<file path="src/rtl/iob_clint_pkg.sv">
// iob_clint_pkg: CLINT register map, host command op codes and FSM encodings
// shared by the CLINT register file and the host-side IOb initiator.
package iob_clint_pkg;

    localparam logic [15:0] MSIP_BASE     = 16'h0000;
    localparam logic [15:0] MTIMECMP_BASE = 16'h4000;
    localparam logic [15:0] MTIME_LO      = 16'hBFF8;
    localparam logic [15:0] MTIME_HI      = 16'hBFFC;

    typedef enum logic [1:0] {
        OP_SET_MSIP    = 2'b00,
        OP_CLR_MSIP    = 2'b01,
        OP_WR_MTIMECMP = 2'b10,
        OP_RD_MTIME    = 2'b11
    } cmd_op_t;

    typedef enum logic [1:0] {
        SEQ_IDLE = 2'd0,
        SEQ_WAIT = 2'd1,
        SEQ_NEXT = 2'd2,
        SEQ_DONE = 2'd3
    } seq_state_t;

    typedef enum logic [1:0] {
        XFER_IDLE  = 2'd0,
        XFER_ISSUE = 2'd1,
        XFER_RWAIT = 2'd2
    } xfer_state_t;

endpackage

</file>
<file path="src/rtl/iob_clint_host_xfer.sv">
// iob_clint_host_xfer: runs exactly one IOb transfer at a time. The request
// is latched on start_i and held stable until the slave accepts it; a read
// then waits for rvalid. done_o pulses in the cycle the transfer completes.
module iob_clint_host_xfer
    import iob_clint_pkg::*;
#(
    parameter int ADDR_W = 16,
    parameter int DATA_W = 32
) (
    input  logic                clk_i,
    input  logic                arst_n_i,
    input  logic                start_i,
    input  logic [ADDR_W-1:0]   addr_i,
    input  logic [DATA_W-1:0]   wdata_i,
    input  logic                we_i,
    output logic                done_o,
    output logic [DATA_W-1:0]   rdata_o,
    output logic                iob_avalid_o,
    output logic [ADDR_W-1:0]   iob_addr_o,
    output logic [DATA_W-1:0]   iob_wdata_o,
    output logic [DATA_W/8-1:0] iob_wstrb_o,
    input  logic                iob_rvalid_i,
    input  logic [DATA_W-1:0]   iob_rdata_i,
    input  logic                iob_ready_i
);

    xfer_state_t       state_q;
    logic [ADDR_W-1:0] addr_q;
    logic [DATA_W-1:0] wdata_q;
    logic              we_q;
    logic [DATA_W-1:0] rdata_q;

    // Transfer engine: latch request, hold it through ISSUE, collect read data in RWAIT.
    always_ff @(posedge clk_i or negedge arst_n_i) begin
        if (!arst_n_i) begin
            state_q <= XFER_IDLE;
            addr_q  <= '0;
            wdata_q <= '0;
            we_q    <= 1'b0;
            rdata_q <= '0;
        end else begin
            case (state_q)
                XFER_IDLE: begin
                    if (start_i) begin
                        addr_q  <= addr_i;
                        wdata_q <= wdata_i;
                        we_q    <= we_i;
                        state_q <= XFER_ISSUE;
                    end
                end
                XFER_ISSUE: begin
                    if (iob_ready_i) begin
                        state_q <= we_q ? XFER_IDLE : XFER_RWAIT;
                    end
                end
                XFER_RWAIT: begin
                    if (iob_rvalid_i) begin
                        rdata_q <= iob_rdata_i;
                        state_q <= XFER_IDLE;
                    end
                end
                default: state_q <= XFER_IDLE;
            endcase
        end
    end

    assign done_o       = ((state_q == XFER_ISSUE) && iob_ready_i && we_q) ||
                          ((state_q == XFER_RWAIT) && iob_rvalid_i);
    assign rdata_o      = rdata_q;
    assign iob_avalid_o = (state_q == XFER_ISSUE);
    assign iob_addr_o   = addr_q;
    assign iob_wdata_o  = wdata_q;
    assign iob_wstrb_o  = (iob_avalid_o && we_q) ? '1 : '0;

endmodule

</file>
<file path="src/rtl/iob_clint_host.sv">
// iob_clint_host: turns one management command into the IOb transfer
// sequence the CLINT needs (msip set/clear, glitch-free mtimecmp update,
// tear-free mtime read). Reset deassertion is expected to be synchronised
// upstream.
module iob_clint_host
    import iob_clint_pkg::*;
#(
    parameter  int ADDR_W    = 16,
    parameter  int DATA_W    = 32,
    parameter  int N_CORES   = 1,
    parameter  int MAX_RETRY = 4,
    localparam int HART_W    = (N_CORES > 1) ? $clog2(N_CORES) : 1
) (
    input  logic                clk_i,
    input  logic                arst_n_i,
    input  logic                cmd_valid_i,
    output logic                cmd_ready_o,
    input  logic [1:0]          cmd_op_i,
    input  logic [HART_W-1:0]   cmd_hart_i,
    input  logic [63:0]         cmd_data_i,
    output logic                rsp_valid_o,
    output logic                rsp_err_o,
    output logic [63:0]         rsp_data_o,
    output logic                iob_avalid_o,
    output logic [ADDR_W-1:0]   iob_addr_o,
    output logic [DATA_W-1:0]   iob_wdata_o,
    output logic [DATA_W/8-1:0] iob_wstrb_o,
    input  logic                iob_rvalid_i,
    input  logic [DATA_W-1:0]   iob_rdata_i,
    input  logic                iob_ready_i
);

    localparam int RETRY_W = $clog2(MAX_RETRY + 1);

    if (DATA_W != 32) begin : g_data_w_check
        $error("iob_clint_host: only DATA_W = 32 is supported");
    end

    seq_state_t         state_q;
    cmd_op_t            op_q;
    logic [HART_W-1:0]  hart_q;
    logic [63:0]        data_q;
    logic [1:0]         step_q;
    logic [RETRY_W-1:0] retry_q;
    logic [DATA_W-1:0]  h0_q;
    logic [DATA_W-1:0]  lo_q;
    logic               rsp_valid_q;
    logic               rsp_err_q;
    logic [63:0]        rsp_data_q;

    logic               accept;
    logic               bad_hart;
    logic               last_step;
    logic               mismatch;
    logic [RETRY_W-1:0] retry_inc;
    logic               retry_left;
    logic               restart;
    logic               xfer_start;
    logic               xfer_done;
    logic [DATA_W-1:0]  xfer_rdata;

    cmd_op_t            sel_op;
    logic [HART_W-1:0]  sel_hart;
    logic [63:0]        sel_data;
    logic [1:0]         sel_step;
    logic [ADDR_W-1:0]  hart_off;
    logic [ADDR_W-1:0]  xfer_addr;
    logic [DATA_W-1:0]  xfer_wdata;
    logic               xfer_we;

    assign accept     = cmd_valid_i && (state_q == SEQ_IDLE);
    assign bad_hart   = (cmd_op_t'(cmd_op_i) != OP_RD_MTIME) && (32'(cmd_hart_i) >= N_CORES);
    assign last_step  = ((op_q == OP_SET_MSIP) || (op_q == OP_CLR_MSIP)) ? (step_q == 2'd0)
                                                                         : (step_q == 2'd2);
    assign mismatch   = (xfer_rdata != h0_q);
    assign retry_inc  = retry_q + RETRY_W'(1);
    assign retry_left = (32'(retry_inc) < MAX_RETRY);
    assign restart    = (state_q == SEQ_NEXT) && (op_q == OP_RD_MTIME) && last_step &&
                        mismatch && retry_left;
    assign xfer_start = (accept && !bad_hart) ||
                        ((state_q == SEQ_NEXT) && (!last_step || restart));

    // Pick the transfer to launch: from the live command in IDLE, else the following step.
    always_comb begin
        sel_op   = op_q;
        sel_hart = hart_q;
        sel_data = data_q;
        sel_step = step_q + 2'd1;
        if (state_q == SEQ_IDLE) begin
            sel_op   = cmd_op_t'(cmd_op_i);
            sel_hart = cmd_hart_i;
            sel_data = cmd_data_i;
            sel_step = 2'd0;
        end else if (restart) begin
            sel_step = 2'd0;
        end
    end

    // Decode the selected step into an IOb address, write data and direction.
    always_comb begin
        hart_off   = ADDR_W'(sel_hart);
        xfer_addr  = '0;
        xfer_wdata = '0;
        xfer_we    = 1'b1;
        case (sel_op)
            OP_SET_MSIP: begin
                xfer_addr  = ADDR_W'(MSIP_BASE) + (hart_off << 2);
                xfer_wdata = DATA_W'(1);
            end
            OP_CLR_MSIP: begin
                xfer_addr  = ADDR_W'(MSIP_BASE) + (hart_off << 2);
                xfer_wdata = '0;
            end
            OP_WR_MTIMECMP: begin
                xfer_addr = ADDR_W'(MTIMECMP_BASE) + (hart_off << 3) +
                            ((sel_step == 2'd1) ? ADDR_W'(4) : ADDR_W'(0));
                case (sel_step)
                    2'd0:    xfer_wdata = '1;
                    2'd1:    xfer_wdata = DATA_W'(sel_data[63:32]);
                    default: xfer_wdata = DATA_W'(sel_data[31:0]);
                endcase
            end
            OP_RD_MTIME: begin
                xfer_addr = (sel_step == 2'd1) ? ADDR_W'(MTIME_LO) : ADDR_W'(MTIME_HI);
                xfer_we   = 1'b0;
            end
            default: xfer_we = 1'b1;
        endcase
    end

    // Command sequencer: step/retry bookkeeping and the registered response.
    always_ff @(posedge clk_i or negedge arst_n_i) begin
        if (!arst_n_i) begin
            state_q     <= SEQ_IDLE;
            op_q        <= OP_SET_MSIP;
            hart_q      <= '0;
            data_q      <= '0;
            step_q      <= '0;
            retry_q     <= '0;
            h0_q        <= '0;
            lo_q        <= '0;
            rsp_valid_q <= 1'b0;
            rsp_err_q   <= 1'b0;
            rsp_data_q  <= '0;
        end else begin
            case (state_q)
                SEQ_IDLE: begin
                    if (accept) begin
                        op_q    <= cmd_op_t'(cmd_op_i);
                        hart_q  <= cmd_hart_i;
                        data_q  <= cmd_data_i;
                        step_q  <= 2'd0;
                        retry_q <= '0;
                        if (bad_hart) begin
                            rsp_valid_q <= 1'b1;
                            rsp_err_q   <= 1'b1;
                            rsp_data_q  <= '0;
                            state_q     <= SEQ_DONE;
                        end else begin
                            state_q <= SEQ_WAIT;
                        end
                    end
                end
                SEQ_WAIT: begin
                    if (xfer_done) begin
                        state_q <= SEQ_NEXT;
                    end
                end
                SEQ_NEXT: begin
                    if (op_q == OP_RD_MTIME) begin
                        if (step_q == 2'd0) h0_q <= xfer_rdata;
                        if (step_q == 2'd1) lo_q <= xfer_rdata;
                    end
                    if (!last_step) begin
                        step_q  <= step_q + 2'd1;
                        state_q <= SEQ_WAIT;
                    end else if ((op_q == OP_RD_MTIME) && mismatch) begin
                        retry_q <= retry_inc;
                        if (retry_left) begin
                            step_q  <= 2'd0;
                            state_q <= SEQ_WAIT;
                        end else begin
                            rsp_valid_q <= 1'b1;
                            rsp_err_q   <= 1'b1;
                            rsp_data_q  <= '0;
                            state_q     <= SEQ_DONE;
                        end
                    end else begin
                        rsp_valid_q <= 1'b1;
                        rsp_err_q   <= 1'b0;
                        rsp_data_q  <= (op_q == OP_RD_MTIME) ? {xfer_rdata, lo_q} : 64'd0;
                        state_q     <= SEQ_DONE;
                    end
                end
                SEQ_DONE: begin
                    rsp_valid_q <= 1'b0;
                    rsp_err_q   <= 1'b0;
                    state_q     <= SEQ_IDLE;
                end
                default: state_q <= SEQ_IDLE;
            endcase
        end
    end

    iob_clint_host_xfer #(
        .ADDR_W (ADDR_W),
        .DATA_W (DATA_W)
    ) u_xfer (
        .clk_i        (clk_i),
        .arst_n_i     (arst_n_i),
        .start_i      (xfer_start),
        .addr_i       (xfer_addr),
        .wdata_i      (xfer_wdata),
        .we_i         (xfer_we),
        .done_o       (xfer_done),
        .rdata_o      (xfer_rdata),
        .iob_avalid_o (iob_avalid_o),
        .iob_addr_o   (iob_addr_o),
        .iob_wdata_o  (iob_wdata_o),
        .iob_wstrb_o  (iob_wstrb_o),
        .iob_rvalid_i (iob_rvalid_i),
        .iob_rdata_i  (iob_rdata_i),
        .iob_ready_i  (iob_ready_i)
    );

    assign cmd_ready_o = (state_q == SEQ_IDLE);
    assign rsp_valid_o = rsp_valid_q;
    assign rsp_err_o   = rsp_err_q;
    assign rsp_data_o  = rsp_data_q;

endmodule
</file>
<file path="config.mk">
export PLATFORM = sky130hd
export DESIGN_NAME = iob_clint_host
export DESIGN_NICKNAME = d
export VERILOG_FILES = /design/src/rtl/iob_clint_pkg.sv /design/src/rtl/iob_clint_host_xfer.sv /design/src/rtl/iob_clint_host.sv
export SDC_FILE = /design/constraint.sdc
export NUM_CORES = 1
export LEC_CHECK = 0
export CORE_MARGIN = 2
export CORE_UTILIZATION = 58
export CTS_BUF_LIST = sky130_fd_sc_hd__clkbuf_8
export CTS_CLUSTER_SIZE = 28
export DETAILED_ROUTE_END_ITERATION = 8
export MAX_ROUTING_LAYER = met4
export PLACE_DENSITY = 0.87
export SLEW_MARGIN = 0
export SYNTH_ARGS = -nofsm -noshare
export SYNTH_HDL_FRONTEND = slang
export SYNTH_SLANG_ARGS = --single-unit
</file>
<file path="constraint.sdc">
create_clock -name clk_i -period 4.13 [get_ports clk_i]
set_input_delay 0.413 -clock clk_i [delete_from_list [all_inputs] [get_ports clk_i]]
set_output_delay 0.413 -clock clk_i [all_outputs]
set_load 0.005 [all_outputs]
</file>
## Word level (Yosys, flattened, before mapping)

Cells that the tools add are included.

- Word-level logic and storage cells: 137
- Bits in registers: 287
- Input bits: 104
- Output and inout port bits: 120

- Multiplexer cells: 50
- Equal/unequal tests: 26
- Reduce and logical (&&, ||, !) cells: 39
- Order comparisons: 2
- Add/sub/neg operators: 4

Operators by type and width:

| cell | number |
|---|---|
| 2-to-1 mux 64 bit | 7 |
| one-hot mux 32 bit (2 select lines) | 2 |
| one-hot mux 64 bit (2 select lines) | 1 |
| one-hot mux 16 bit (3 select lines) | 1 |
| 2-to-1 mux 2 bit | 17 |
| inequality test 32 bit | 1 |
| adder 15 x 4 -> 16 bit, first input constant | 1 |
| adder 16 x 3 -> 16 bit | 1 |
| 2-to-1 mux 3 bit | 5 |
| == test 2 bit, second input constant | 7 |
| logical AND 1 bit | 13 |
| == test 2 x 1 -> 1 bit, second input constant | 6 |
| logical NOT 2 bit | 6 |
| 2-to-1 mux 1 bit | 10 |
| inequality test 2 x 1 -> 1 bit, second input constant | 5 |
| AND reduction 5 bit | 2 |
| AND reduction 3 bit | 3 |
| inequality test 2 bit, second input constant | 4 |
| one-hot mux 2 bit (4 select lines) | 1 |
| AND reduction 2 bit | 4 |
| AND reduction 4 bit | 2 |
| inequality test 3 bit, second input constant | 2 |
| one-hot mux 1 bit (3 select lines) | 2 |
| one-hot mux 2 bit (3 select lines) | 1 |
| 13 further kinds | 17 |

## Logic depth before layout (Yosys ltp)

- Depth after elaboration: 12
- Gate-level depth with buffers: 11
- Mapped depth without buffers: 8

## By module

A second synthesis with hierarchy kept.

- Cell total of the unflattened synthesis: 961
- Area total of the unflattened synthesis: 11865.1 um^2

Modules (own cells, without submodules):

| module | cells an instance | instances | sequential area each (um^2) | area an instance (um^2) |
|---|---|---|---|---|
| iob_clint_host | 774 | 1 | 5104.9 | 8673.3 |
| iob_clint_host_xfer | 187 | 1 | 2077.0 | 3191.8 |

## Worst setup path before layout

Ideal clock, no wire load.

- Path type: register to register
- Start: register u_xfer.rdata_q[2], in the netlist u_xfer.rdata_o[2]
- End: register u_xfer.addr_q[13], in the netlist u_xfer.iob_addr_o[13]
- Arrival: 1.956 ns
- Data required time: 4.005 ns
- Cell stages (with the launch flop): 7
- Clock period less this slack: 2.081 ns
- Path slack: 2.049 ns
- Path buffers: 0
- Library setup time: 0.125 ns
- Cells stage by stage: dfrtp_1 -> xnor2_1 -> nand4_1 -> nor4_4 -> a211oi_4 -> o21ai_2 -> mux2_2

- Cells in the longest elaborated chain, start to end: 9
- Elaborated cells on any way between the ends: 13
- Classes of those cells: add/sub: 1; eq/ne: 2; mux: 4; reduce/logical: 6

RTL lines:

| element | RTL line | RTL |
|---|---|---|
| start: declaration | iob_clint_host_xfer.sv:31 | `logic [DATA_W-1:0] rdata_q;` |
| start signal: assignment | iob_clint_host_xfer.sv:58 | `rdata_q <= iob_rdata_i;` |
| inequality test 32 bit * | iob_clint_host.sv:75 | `assign mismatch = (xfer_rdata != h0_q);` |
| logical AND 1 bit * | iob_clint_host.sv:78 | `assign restart = (state_q == SEQ_NEXT) && (op_q == OP_RD_MTIME) && last_step &&` |
| logical AND 1 bit * | iob_clint_host.sv:79 | `mismatch && retry_left;` |
| 2-to-1 mux 2 bit | iob_clint_host.sv:94 | `end else if (restart) begin` |
| 2-to-1 mux 2 bit | iob_clint_host.sv:89 | `if (state_q == SEQ_IDLE) begin` |
| == test 2 x 1 -> 1 bit | iob_clint_host.sv:116 | `((sel_step == 2'd1) ? ADDR_W'(4) : ADDR_W'(0));` |
| 2-to-1 mux 3 bit | iob_clint_host.sv:116 |  |
| adder 16 x 3 -> 16 bit | iob_clint_host.sv:115 | `xfer_addr = ADDR_W'(MTIMECMP_BASE) + (hart_off << 3) +` |
| one-hot mux 16 bit (3 select lines) | iob_clint_host.sv:105 | `case (sel_op)` |
| end signal: assignment | iob_clint_host_xfer.sv:45 | `addr_q <= addr_i;` |
| end: declaration | iob_clint_host_xfer.sv:28 | `logic [ADDR_W-1:0] addr_q;` |

Mark *: on every way between the ends. The rest lies on a longest branch, timed or not.
A chain may end at the register's enable or synchronous reset.

## Worst setup path after layout

- Start: register state_q[0]
- End: register rsp_data_q[0], in the netlist rsp_data_o[0]

- Cells in the longest elaborated chain, start to end: 4
- Elaborated cells on any way between the ends: 10
- Classes of those cells: eq/ne: 5; mux: 1; reduce/logical: 4

RTL lines:

| element | RTL line | RTL |
|---|---|---|
| start: declaration | iob_clint_host.sv:39 | `seq_state_t state_q;` |
| start signal: assignment | iob_clint_host.sv:134 | `state_q <= SEQ_IDLE;` |
| start signal: assignment | iob_clint_host.sv:158 | `state_q <= SEQ_DONE;` |
| start signal: assignment | iob_clint_host.sv:160 | `state_q <= SEQ_WAIT;` |
| logical NOT 2 bit | iob_clint_host.sv:71, iob_clint_host.sv:146 |  |
| logical AND 1 bit | iob_clint_host.sv:71 | `assign accept = cmd_valid_i && (state_q == SEQ_IDLE);` |
| inequality test 2 x 1 -> 1 bit (no line) | -- |  |
| AND reduction 5 bit (no line) | -- |  |
| end signal: assignment | iob_clint_host.sv:191 | `rsp_data_q <= (op_q == OP_RD_MTIME) ? {xfer_rdata, lo_q} : 64'd0;` |
| end: declaration | iob_clint_host.sv:49 | `logic [63:0] rsp_data_q;` |

Several ways; a longest one is shown, not always the timed one.

==> metrics.txt <==
Ports=about 220; CP most frequent cell=buf_4; crit path max-delay cell type=or3_2; static leakage power=about 6.7 nW; H-tree Lvls=2; Core Footprint=between 0.02 and 0.025 mm²; CTS sink cnt=approximately 280; fin crit period=3040 ps; VDD IR max=approximately 0.4 mV; count leader, synth=dfrtp_1; total gr overflow=0; first-pass GRT wire length=approximately 48,000 µm; internal power=between 6 and 7 mW; Clock Latency Late Sink=560 ps; Max Cap Violations=0; setup_tns=0 ps; Num CTS Buffers=45; Die Height=~150 µm; max-slew violations=0; Rows=52; ANT nets after route=0; Switching Fraction=roughly 35%; Die W=148 µm; Slowest Stage Delay on Critical Path=a little under 1000 ps; fillers=roughly 1.3k; Tightest Hold Check Type=input pin to asynchronous set/reset pin; Worst Path Arrival=approximately 3400 ps; RSZ-0062 raised after global routing=no; yosys warns=0; final core occ=approximately three quarters; net switching power=3.42 mW; largest net degree at the start of global routing=between 100 and 150; top area cells in the synthesized netlist=dfrtp_1, mux2_2, o31ai_1, nand2_1, o21ai_1; FF+latch count, synth=between 200 and 300; Final Cycle Share=around three quarters; setup ws final=around 1100 ps; Final setup viols=0; Starting DRT DRC Count=roughly 530; vias in the first global route=8,956; effective utilization at floorplan=59.1%; CTS root buf=clkbuf_8; run status=finished clean; Post-synth EDFFs=0; slew of the pin with the lowest slew margin=about 1200 ps; clock skew=between 20 and 25 ps; CP endpoint kind=register; DP Wirelength=between 15,000 and 20,000 µm; Reg power frac=a little over two fifths; CP Buf/Inv Count=2; crit path max fanout=between 60 and 70; DRT Pass-1 Iters=5; register area share after synthesis=roughly 57%; critical path start-end classification=register to register; Routability Congestion=around 0.8; CP top delay family=simple AND/OR/NAND/NOR gates; pwr dens=between 600 and 700 mW/mm²; Post-Route WL=around 29,000 µm; Area Overhead vs Synth=27.0%; Post-synth ARST share=between 90% and 100%; top-area cell type share of the netlist area=between 50% and 60%; FF-to-FF path depth=6; clock buffer depth=3; logic gate share of total power=roughly 34%; syn avg cell area=approximately 12 µm²; die area=around 0.022 mm²; Synth Flop Type=dfrtp_1; vias=about 8.7k; Worst path depth=6; via/cell ratio=a little under 6; CTS tree=built; DRC Markers=0; initial antenna violation count=0; startpoint class of the critical path=register; Layout Nets=~1.3k; clock-pin slew on the worst setup and hold paths=around 60 ps; cell breakdown of the critical path=or2_1, buf_4, a21oi_4, buf_4, or3_2, o21ai_0; top cells by count, synth=dfrtp_1, mux2_2, nand2_1, o31ai_1, o21ai_1; number of port buffers=about 220; wire per inst=about 20 µm; slew margin rel.=between 10% and 20%; Syn Inst Count=996; gr usage total=28.2%; Highest Clock Rate=between 300 and 400 MHz; Hold Vio Cnt, Final=0; pre-CTS setup slack=roughly 1100 ps; Post-Syn Area=between 0.01 and 0.015 mm²; post-synthesis cell type count=49; cell taking the most area after synthesis=dfrtp_1; clock share of power=24.0%; WP data required=4490 ps; layout cells sized above 1=between 20% and 30%
[flip-flops by register name, summed over array words and instances, names as in the netlist, 3 cells and up]
name,count
data_q,64
h0_q,32
lo_q,32
retry_q,3
rsp_data_o,64
u_xfer.iob_addr_o,4
u_xfer.iob_wdata_o,32
u_xfer.rdata_o,32
[logic make-up after synthesis]
group,count (synthesis),synth area share (%)
fa+ha+maj,4,0.417
other cells,1,0.0313
flops,275,57.4
compound gates,228,12.8
simple gates,188,6.87
mux,171,16.0
xor+xnor,33,2.41
buf+inv,96,4.09
[power by group through the flow]
stage / combinational (mW) / clock, mW / sequential (mW)
6_report: 3.37 / 2.38 / 4.16
2_1_floorplan: 2.42 / 0 / 3.97
4_1_cts: 3.38 / 2.41 / 4.15
3_5_place_dp: 3.36 / 0 / 4.19
5_1_grt: 3.67 / 2.54 / 4.26
3_3_place_gp: 3.25 / 0 / 4.13
[metrics by stage]
| step | cell area (µm²) | std cells | hold slack [ps] | power [mW] |
|---|---|---|---|---|
| CTS | 15200 | 1501 | 387 | 9.95 |
| detailed placement | 14300 | 1422 | 390 | 7.54 |
| floorplan | 12000 | 997 | 117 | 6.40 |
| global placement | 14300 | 1422 | 390 | 7.38 |
| finish | 15200 | 1502 | 388 | 9.91 |
| global route | 15200 | 1501 | 423 | 10.5 |
[placed cells by master (no fill, tap or decap), types with 6 or more instances in the layout]
| master | count |
|---|---|
| dfrtp_1 | 275 |
| clkdlybuf4s50_1 | 220 |
| mux2_2 | 165 |
| nand2_1 | 109 |
| o31ai_1 | 64 |
| o21ai_1 | 60 |
| clkbuf_8 | 57 |
| nor2_1 | 42 |
| xnor2_1 | 33 |
| o22ai_1 | 32 |
| o2bb2ai_1 | 31 |
| buf_4 | 21 |
| inv_1 | 18 |
| o21ai_0 | 12 |
| nand4_1 | 9 |
| mux2i_1 | 6 |
| o211ai_1 | 6 |
[final timing paths]
| path | slack (ps) | startpoint | to |
|---|---|---|---|
| worst max register to register | 1090 | state_q[0] | rsp_data_o[0] |
| max in group asynchronous | 2700 | arst_n_i | u_xfer.iob_wdata_o[3] |
| worst min-delay path | 390 | arst_n_i | u_xfer.rdata_o[3] |
| worst max-delay path | 1090 | state_q[0] | rsp_data_o[0] |
| min in group clk_i | 470 | iob_rdata_i[9] | u_xfer.rdata_o[9] |
| worst min register to register | 490 | u_xfer.iob_wdata_o[20] | u_xfer.iob_wdata_o[20] |
[repair_timing]
action | in CTS | in global routing
hold buffers | 1 | 0
hold endpoints to repair | 61 | 0
gates resized for setup | 0 | 0
endpoints found under the setup margin | 0 | 0
setup buffers | 0 | 0
[metal layers]
metal	routed length (µm)	vias to the layer above	global-route usage, %
met1	12300	4389	38.3
met2	14500	340	43.5
met4	707	0	9.38
met3	1970	55	5.43
li1	-	3955	-
met5	0	-	-
[final cells by class]
cell class | count | area [µm²] | area share, %
Clock inverter | 21 | 126 | 0.829
Tap cell | 270 | 338 | 2.22
Sequential cell | 275 | 6880 | 45.2
Timing Repair Buffer | 244 | 2400 | 15.8
Inverter | 8 | 32.5 | 0.214
Clock buffer | 57 | 785 | 5.15
Antenna cell | 1 | 2.50 | 0.0164
Multi-Input combinational cell | 626 | 4660 | 30.6
(Power assumes the default switching activity.)
